### config.mk
export PLATFORM = sky130hd
export DESIGN_NAME = prism_loader
export DESIGN_NICKNAME = d
export VERILOG_FILES = /design/src/rtl/prism_loader_pkg.sv /design/src/rtl/prism_loader_fifo.sv /design/src/rtl/prism_loader.sv
export SDC_FILE = /design/constraint.sdc
export NUM_CORES = 1
export LEC_CHECK = 0
export ABC_AREA = 1
export ABC_CLOCK_PERIOD_IN_PS = 4200
export BUFFER_PORTS_ARGS = -buffer_cell sky130_fd_sc_hd__buf_2
export CORE_ASPECT_RATIO = 0.8
export CORE_MARGIN = 3
export CORE_UTILIZATION = 46
export DETAILED_ROUTE_END_ITERATION = 12
export MAX_ROUTING_LAYER = met4
export PLACE_DENSITY = 0.66
export SETUP_SLACK_MARGIN = 0.1
export SYNTH_ARGS = -nofsm -noshare
export SYNTH_HDL_FRONTEND = slang
export SYNTH_HIERARCHICAL = 1
export SYNTH_SLANG_ARGS = --single-unit
### constraint.sdc
create_clock -name clk -period 4.2 [get_ports clk]
set_input_delay 0.42 -clock clk [delete_from_list [all_inputs] [get_ports clk]]
set_output_delay 0.42 -clock clk [all_outputs]
set_load 0.02 [all_outputs]
### src/rtl/prism_loader_pkg.sv
// Shared types and defaults for the PRISM configuration loader.
package prism_loader_pkg;

  typedef enum logic [1:0] {IDLE, RESET, WRITE, RELEASE} state_t;

  localparam logic [5:0] ADDR_STEP      = 6'd4;
  localparam int         DEF_FIFO_DEPTH = 4;
  localparam int         DEF_RST_CYCLES = 2;

endpackage

### src/rtl/prism_loader_fifo.sv
// Synchronous first-word-fall-through FIFO with flush; a push while full is
// accepted only when a pop frees a slot in the same cycle.
module prism_loader_fifo #(
  parameter int DEPTH = 4,
  parameter int WIDTH = 32
) (
  input  logic             clk,
  input  logic             rst,
  input  logic             push,
  input  logic             pop,
  input  logic             flush,
  input  logic [WIDTH-1:0] wdata,
  output logic [WIDTH-1:0] rdata,
  output logic             full,
  output logic             empty
);

  localparam int AW = $clog2(DEPTH);

  logic [WIDTH-1:0] mem [DEPTH];
  logic [AW:0]      wr_ptr;
  logic [AW:0]      rd_ptr;
  logic             do_push;
  logic             do_pop;

  // Extra pointer bit distinguishes full from empty when the indices match.
  assign empty   = (wr_ptr == rd_ptr);
  assign full    = (wr_ptr[AW] != rd_ptr[AW]) && (wr_ptr[AW-1:0] == rd_ptr[AW-1:0]);
  assign do_pop  = pop && !empty;
  assign do_push = push && (!full || do_pop);
  assign rdata   = mem[rd_ptr[AW-1:0]];

  always_ff @(posedge clk or posedge rst) begin
    if (rst) begin
      wr_ptr <= '0;
      rd_ptr <= '0;
    end else if (flush) begin
      wr_ptr <= '0;
      rd_ptr <= '0;
    end else begin
      if (do_push) wr_ptr <= wr_ptr + (AW+1)'(1);
      if (do_pop)  rd_ptr <= rd_ptr + (AW+1)'(1);
    end
  end

  always_ff @(posedge clk) begin
    if (do_push && !flush) mem[wr_ptr[AW-1:0]] <= wdata;
  end

endmodule

### src/rtl/prism_loader.sv
// Loads queued configuration words into the PRISM debug port under reset.
// Optional PRISM_LOADER_CSUM_EN adds a running 32-bit sum of loaded words.
module prism_loader
  import prism_loader_pkg::*;
#(
  parameter int FIFO_DEPTH = DEF_FIFO_DEPTH,
  parameter int RST_CYCLES = DEF_RST_CYCLES
) (
  input  logic        clk,
  input  logic        rst,
  input  logic        cfg_push,
  input  logic [31:0] cfg_data,
  output logic        cfg_full,
  input  logic        start,
  input  logic [5:0]  load_base,
  input  logic [4:0]  load_count,
  input  logic        run_after,
  input  logic        abort,
  input  logic        host_wr,
  input  logic [5:0]  host_addr,
  input  logic [31:0] host_wdata,
  output logic        host_stall,
  output logic        dbg_wr,
  output logic [5:0]  dbg_addr,
  output logic [31:0] dbg_wdata,
  output logic        dbg_reset,
  output logic        fsm_enable,
  output logic        busy,
  output logic        done,
  output logic        err
`ifdef PRISM_LOADER_CSUM_EN
  ,
  output logic [31:0] csum
`endif
);

  localparam int RCW = (RST_CYCLES > 1) ? $clog2(RST_CYCLES) : 1;
  localparam logic [RCW-1:0] RST_LAST = RCW'(RST_CYCLES - 1);

  state_t          state;
  logic [RCW-1:0]  rst_cnt;
  logic [4:0]      count_q;
  logic [4:0]      issued;
  logic [5:0]      next_addr;
  logic            run_q;
  logic [31:0]     fifo_rdata;
  logic            fifo_empty;
  logic            accept;
  logic            rst_last;
  logic            issue;
  logic            last_word;
  logic            overflow;

  prism_loader_fifo #(.DEPTH(FIFO_DEPTH), .WIDTH(32)) u_fifo (
    .clk   (clk),
    .rst   (rst),
    .push  (cfg_push),
    .pop   (issue),
    .flush (abort),
    .wdata (cfg_data),
    .rdata (fifo_rdata),
    .full  (cfg_full),
    .empty (fifo_empty)
  );

  // The first pop is decided in the last RESET cycle so dbg_reset is seen
  // alone for exactly RST_CYCLES cycles before the first write.
  assign busy       = (state != IDLE);
  assign accept     = (state == IDLE) && start && !abort;
  assign host_stall = host_wr && (busy || start);
  assign rst_last   = (rst_cnt == RST_LAST);
  assign issue      = !abort && !fifo_empty &&
                      ((state == WRITE) || ((state == RESET) && rst_last));
  assign last_word  = issue && ((issued + 5'd1) == count_q);
  assign overflow   = cfg_push && cfg_full && !issue;

  always_ff @(posedge clk or posedge rst) begin
    if (rst) begin
      state      <= IDLE;
      rst_cnt    <= '0;
      count_q    <= '0;
      issued     <= '0;
      next_addr  <= '0;
      run_q      <= 1'b0;
      dbg_wr     <= 1'b0;
      dbg_addr   <= '0;
      dbg_wdata  <= '0;
      dbg_reset  <= 1'b1;
      fsm_enable <= 1'b0;
      done       <= 1'b0;
      err        <= 1'b0;
    end else begin
      dbg_wr <= 1'b0;
      done   <= 1'b0;
      if (abort && state != IDLE) begin
        state      <= IDLE;
        dbg_reset  <= 1'b0;
        fsm_enable <= 1'b0;
      end else begin
        case (state)
          IDLE: begin
            dbg_reset <= 1'b0;
            if (accept) begin
              if (load_count != 5'd0) begin
                state      <= RESET;
                fsm_enable <= 1'b0;
                dbg_reset  <= 1'b1;
                err        <= 1'b0;
                issued     <= '0;
                rst_cnt    <= '0;
                next_addr  <= load_base;
                count_q    <= load_count;
                run_q      <= run_after;
              end else begin
                done <= 1'b1;
              end
            end else if (host_wr && !start) begin
              dbg_wr    <= 1'b1;
              dbg_addr  <= host_addr;
              dbg_wdata <= host_wdata;
            end
          end
          RESET: begin
            if (rst_last) state <= WRITE;
            else          rst_cnt <= rst_cnt + RCW'(1);
          end
          WRITE: ;
          RELEASE: begin
            dbg_reset  <= 1'b0;
            fsm_enable <= run_q;
            done       <= 1'b1;
            state      <= IDLE;
          end
          default: state <= IDLE;
        endcase
        if (issue) begin
          dbg_wr    <= 1'b1;
          dbg_addr  <= next_addr;
          dbg_wdata <= fifo_rdata;
          next_addr <= next_addr + ADDR_STEP;
          issued    <= issued + 5'd1;
          if (last_word) state <= RELEASE;
        end
      end
      if (overflow) err <= 1'b1;
    end
  end

`ifdef PRISM_LOADER_CSUM_EN
  always_ff @(posedge clk or posedge rst) begin
    if (rst)         csum <= '0;
    else if (accept) csum <= '0;
    else if (issue)  csum <= csum + fifo_rdata;
  end
`endif

endmodule
Word-level counts from Yosys, hierarchy flattened
Memories as Yosys holds them, arrays and structs flattened.
Index checks and enable logic that the tools add are counted.
{ "classes": {"add_sub_neg": 5, "n_eq_ne": 13, "muxes": 51, "n_bitwise": 1, "reduce_logical": 43} }
{ "op_table": {"columns": ["op", "count"], "rows": [
  ["$mux 32", 4],
  ["$mux 6", 8],
  ["$reduce_bool 2->1", 11],
  ["$mux 1", 20],
  ["$mux 5", 4],
  ["$reduce_and 4->1", 5],
  ["$logic_and 1x1->1", 15],
  ["$mux 2", 6],
  ["$mux 3", 4],
  ["$pmux 1 s2", 4],
  ["$add 3x1->3 const B", 2],
  ["$add 6x3->6 const B", 1],
  ["$pmux 2 s3", 1],
  ["$add 5x1->5 const B", 1],
  ["$eq 5x5->1", 1],
  ["$logic_not 1->1", 5],
  ["$reduce_bool 5->1", 1],
  ["$eq 2x2->1 const B", 2],
  ["$ne 2x1->1 const B", 2],
  ["$ne 2x2->1 const B", 2],
  ["$eq 3x3->1", 1],
  ["$logic_or 1x1->1", 3],
  ["$ne 3x1->1 const B", 1],
  ["$ne 3x2->1 const B", 1],
  ["other kinds (8)", 8]
]} }
{ "totals": {"regBits": 69, "mem_bits_rw": 128, "inputBits": 88, "output_inout_bits": 46, "elab_cells": 129, "n_memories": 1} }
{ "memory_table": {"columns": ["name", "depth", "word_bits", "read_ports", "rd_ports_with_merged_regs", "wr", "line", "rtl"], "rows": [
  ["u_fifo.mem", 4, 32, 1, 0, 1, "prism_loader_fifo.sv:20", "logic [WIDTH-1:0] mem [DEPTH];"]
]} }

Depth between registers and ports, before layout
{ "logic_depth": {"word_depth": 10, "mapped_depth": 15} }

Hierarchy
The synthesis kept the hierarchy.
{ "modules_own_cells": {"columns": ["module", "n_inst", "cells_each", "area_per_inst_um2", "seq_area_each_um2"], "rows": [
  ["prism_loader_fifo", 1, 373, 5198.7, 3993.8],
  ["prism_loader", 1, 389, 3089.2, 1577.8]
]} }

Worst setup path before layout
Ideal clock, no wire load.
{ "synth_path": {"path_type": "reg-to-reg", "start": "reg u_fifo.rd_ptr[0]", "end": "mem u_fifo.mem[3][0] (enable)", "setup_time_ps": 421, "t_arrival_ps": 3087, "required_time_ps": 3779, "setup_slack_ps": 692, "stages_incl_launch_ff": 13, "n_path_buf": 2, "synth_period_minus_slack_ps": 3508, "cell_sequence": "dfrtp_1 buf_6 xnor2_4 nand3_2 inv_1 nor2_2 nand2_4 inv_2 buf_2 inv_1 nand4_4 nand3_2 nor2_1"} }
{ "synth_between": {"elab_chain_len": 10, "elab_cells_between_ends": 13, "classes_between": "2 x eq/ne; 2 x mux; 9 x reduce/logical"} }
{ "synth_lines": {"columns": ["item", "line", "rtl"], "rows": [
  ["start: declaration", "prism_loader_fifo.sv:22", "logic [AW:0] rd_ptr;"],
  ["start signal: assignment", "prism_loader_fifo.sv:42", "if (do_pop) rd_ptr <= rd_ptr + (AW+1)'(1);"],
  ["$eq 3x3->1", "prism_loader_fifo.sv:27", "assign empty = (wr_ptr == rd_ptr);"],
  ["net fifo_empty", "prism_loader.sv:47", "logic fifo_empty;"],
  ["$logic_not 1->1", "prism_loader.sv:72", "assign issue = !abort && !fifo_empty &&"],
  ["$logic_and 1x1->1 (2 in series)", "prism_loader.sv:72", null],
  ["net issue", "prism_loader.sv:50", "logic issue;"],
  ["$logic_and 1x1->1", "prism_loader_fifo.sv:29", "assign do_pop = pop && !empty;"],
  ["$logic_or 1x1->1", "prism_loader_fifo.sv:30", "assign do_push = push && (!full || do_pop);"],
  ["$logic_and 1x1->1", "prism_loader_fifo.sv:30", null],
  ["$logic_and 1x1->1", "prism_loader_fifo.sv:47", "if (do_push && !flush) mem[wr_ptr[AW-1:0]] <= wdata;"],
  ["$mux 1", "prism_loader_fifo.sv:47", null],
  ["$mux 1 (implied by the code)", "prism_loader_fifo.sv:47", null],
  ["end: declaration", "prism_loader_fifo.sv:20", null]
]} }
The timed path passes the listed nets, and every way through them passes these cells.

Worst setup path after layout
{ "layout_path": {"start": "reg u_fifo.rd_ptr[1]", "end": "mem u_fifo.mem[0][16] (enable)"} }
{ "layout_between": {"elab_chain_len": 10, "elab_cells_between_ends": 13, "classes_between": "2 x eq/ne; 2 x mux; 9 x reduce/logical"} }
{ "layout_lines": {"columns": ["item", "line"], "rows": [
  ["$eq 3x3->1 *", "prism_loader_fifo.sv:27"],
  ["net fifo_empty", "prism_loader.sv:47"],
  ["$logic_not 1->1 *", "prism_loader_fifo.sv:29, prism_loader.sv:72"],
  ["$logic_and 1x1->1 (2 in series)", "prism_loader.sv:72"],
  ["$logic_and 1x1->1 *", "prism_loader_fifo.sv:29"],
  ["$logic_or 1x1->1 *", "prism_loader_fifo.sv:30"],
  ["$logic_and 1x1->1 *", "prism_loader_fifo.sv:30"],
  ["$logic_and 1x1->1 *", "prism_loader_fifo.sv:47"],
  ["$mux 1 *", "prism_loader_fifo.sv:47"],
  ["$mux 1 (implied by the code) *", "prism_loader_fifo.sv:47"]
]} }
The timed path passes the listed nets; every way through them passes the cells marked *.

==> qor.txt <==
clock-pin slew on the worst setup and hold paths: 0.06 ns
commonest register cell after synthesis: sky130_fd_sc_hd__edfxtp_1
initial core utilization: 47.4%
highest ir drop seen on vdd: 0.000307 V
synthesis-to-layout area growth: 17.0%
HP Start: load_base[0]
adder-cell share of the synthesized area: 1.81%
CTS root buf: sky130_fd_sc_hd__clkbuf_16
unrepaired setup endpoints after global routing: no
sort of element at the start of the critical path: flip-flop
Core Area: 0.0175 mm2
area fraction in and, or, nand and nor cells after synthesis: 15.4%
CTS tree: built
half-perimeter wire length after detailed placement: 12.0 mm
vias in the first global route: 5408
worst clock skew: 0.00787 ns
Routed WL per cell: 16.8 um
most common library cell in the layout ignoring fill and taps: sky130_fd_sc_hd__nand2_1
number of DRC violations after detailed routing: 0
DRC violation total after the first TritonRoute iteration: 548
count of final setup violators: 0
DRT antenna net count: 0
Async S/R FF share, synth: 35.0%
depth of the worst register-to-register path: 12
Crit Path Class: reg -> reg
number of top-level pins: 134
Slew HR: 28.0%
main combinational cell family by area after synthesis: simple AND/OR/NAND/NOR gates
type of the tightest min-delay check: in -> reg
Max Fanout on Critical Path: 32
register-to-register path setup slack: 1.09 ns
worst min-delay path endpoint: next_addr[0]
part of the cycle the worst path needs: 73.9%
worst-skew pair later-pin latency: 0.43 ns
utilization of the core after routing: 55.4%
synthesized area per cell: 10.9 um2
commonest non-fill, non-tap cells in the layout: 147 x sky130_fd_sc_hd__nand2_1, 133 x sky130_fd_sc_hd__buf_2, 128 x sky130_fd_sc_hd__edfxtp_1
sinks on the clock net: 197
top cell type by total area after synthesis: sky130_fd_sc_hd__edfxtp_1
All-Layer GR Usage: 19.8%
Max Slew Vio Count: 0
yosys synthesis warning count: 6
RR Endpoint: u_fifo/mem[0][16]
instance count of the mapped netlist: 762
number of enable flip-flop cells after synthesis: 128
leakage dissipation: 3.95 nW
DR WL met2: 8.05 mm
H-tree depth: 4
total CTS buffers: 17
die extent in y: 126 um
metal3 WL: 1.33 mm
uppermost routed layer: met4
power density of the placed cells: 545 mW/mm2
quantity of I/O buffers inserted on ports: 133
number of buffers between clock root and the deepest sink: 2
horizontal die dimension: 156 um
required time worst endpoint: 4.25 ns
number of vias per cell: 5.27
library cell contributing the largest single delay on the critical path: sky130_fd_sc_hd__nor2_4
area enclosed by the die boundary: 0.0197 mm2
number of core rows: 43
longest individual stage delay on the worst path: 0.88 ns
status: finished, final reports clean
portion of synthesized cell area occupied by the leading cell type: 46.4%
max cap viols: 0
worst r2r src: u_fifo/rd_ptr[1]
final hold viol count: 0
FMAX: 0.322 GHz
met1 routed wirelength after detailed routing: 9.27 mm
number of nets in the layout: 982
number of stages on the worst hold path: 3
maximum number of pins on one net before global-route repair: 77
fraction of synthesized area in multiplexers: 0%
number of distinct library cell variants in the gate-level netlist after synthesis: 34
hold slack final: 0.208 ns
final WL: 18.8 mm
Synthesized Nets: 862
Worst EP arrival: 3.15 ns
Cell Chain, Critical Path: inv_2 > nand2_1 > nand2_1 > nand3_2 > inv_1 > nor2_2 > nand2_4 > inv_2 > inv_1 > nand4_4 > nand3_2 > nor2_4
XOR/XNOR share of the synthesized area: 0.649%
vias: 5918
Tmin final: 3.11 ns
fraction of the yosys area taken by sequential cells: 67.2%
total standard cell area after synthesis: 0.00829 mm2
Setup Total Neg Slack: 0 ns
first-pass iteration count of the detailed router: 5
top cells by area, synth: sky130_fd_sc_hd__edfxtp_1 46%, sky130_fd_sc_hd__dfrtp_1 21%, sky130_fd_sc_hd__nand2_1 6.7%
final weighted congestion of routability-driven global placement: 0.845
fraction of layout cells with a size suffix above 1: 21.1%
transition time at the pin with the least slew margin: 1.08 ns
sum of overflow across all layers after global routing: 0
number of synthesized register bits: 197
wire length of the first global-routing pass: 29.5 mm
Synth Area in Compound Gates: 10.7%
kind of end point of the critical path: flip-flop
initial antenna violation count: 2
-- cell families after synthesis --
group | count (synthesis)
flops | 197
fa+ha+maj | 12
compound gates | 157
simple gates | 309
buf+inv | 83
xor+xnor | 4
-- Yosys cell counts, types with 2 or more instances --
| library cell | n |
|---|---|
| sky130_fd_sc_hd__nand2_1 | 147 |
| sky130_fd_sc_hd__edfxtp_1 | 128 |
| sky130_fd_sc_hd__nor2_1 | 120 |
| sky130_fd_sc_hd__o21ai_0 | 69 |
| sky130_fd_sc_hd__dfrtp_1 | 68 |
| sky130_fd_sc_hd__a31oi_1 | 37 |
| sky130_fd_sc_hd__o22ai_1 | 34 |
| sky130_fd_sc_hd__inv_1 | 33 |
| sky130_fd_sc_hd__buf_2 | 18 |
| sky130_fd_sc_hd__clkbuf_1 | 18 |
| sky130_fd_sc_hd__nand3_1 | 18 |
| sky130_fd_sc_hd__ha_1 | 12 |
| sky130_fd_sc_hd__nand4_1 | 12 |
| sky130_fd_sc_hd__o21ai_1 | 10 |
| sky130_fd_sc_hd__inv_2 | 7 |
| sky130_fd_sc_hd__a21oi_1 | 3 |
| sky130_fd_sc_hd__buf_4 | 3 |
| sky130_fd_sc_hd__clkinv_1 | 3 |
| sky130_fd_sc_hd__nor2_2 | 3 |
| sky130_fd_sc_hd__nand2_2 | 2 |
| sky130_fd_sc_hd__nand3_2 | 2 |
| sky130_fd_sc_hd__o211ai_1 | 2 |
| sky130_fd_sc_hd__xor2_1 | 2 |
-- per-stage QoR --
stage	total power [mW]	worst slack (ns)	instances	instance area (um2)
after global placement	3.74	1.17	1087	9130
after detailed placement	3.77	1.10	1087	9130
after floorplan	3.36	0.692	762	8290
after global routing	5.55	0.846	1122	9700
after CTS	5.32	1.07	1120	9690
final	5.28	1.09	1122	9700
-- critical path: cells and delay by family, from the launching register on --
family                 cells  cell delay (ns)
buffers and inverters      4             0.25
DFF                        1             0.76
and+or+nand+nor            8             1.71
-- worst max path at each step --
stage                        endpoint  slack [ns]  cells after the start              from
finish              u_fifo/mem[0][16]        1.09                     12  u_fifo/rd_ptr[1]
global route        u_fifo/mem[0][21]        0.85                     12  u_fifo/rd_ptr[1]
CTS                 u_fifo/mem[0][23]        1.07                     12  u_fifo/rd_ptr[1]
detailed placement  u_fifo/mem[0][10]        1.10                     12  u_fifo/rd_ptr[1]
global placement    u_fifo/mem[0][10]        1.17                     12  u_fifo/rd_ptr[1]
floorplan            u_fifo/mem[3][0]        0.69                     12  u_fifo/rd_ptr[0]
-- registers in the layout, summed over array words and instances, names as in the netlist, 2 cells and up --
register,cells
u_fifo/mem,128
dbg_wdata,32
dbg_addr,6
next_addr,6
count_q,5
issued,5
u_fifo/rd_ptr,3
u_fifo/wr_ptr,3
state,2
-- repair_timing --
item,CTS,global route
hold endpoints to repair,6,0
hold buffers,1,0
resized for setup,0,0
setup buffers,0,0
-- cell type report --
cell class	count	area, um2
clock buffers	22	444
flip-flops and latches	197	5570
clock inverters	10	109
well taps	225	282
diodes	2	5.00
fillers	1499	7790
multi-input cells	482	2390
repair buffers	141	728
inverters	43	161
-- report_power, final --
part	switching, mW	internal [mW]	total, mW
clock	0.680	0.873	1.55
sequential	0.173	2.36	2.54
combinational	0.782	0.410	1.19
total	1.64	3.65	5.28
-- metal layers --
layer  track usage (%)  vias up
li1                  -     2893
met5                 -        -
met4              4.93        0
met2              27.5      222
met3              4.95       18
met1              29.4     2785
(Power assumes the default switching activity.)
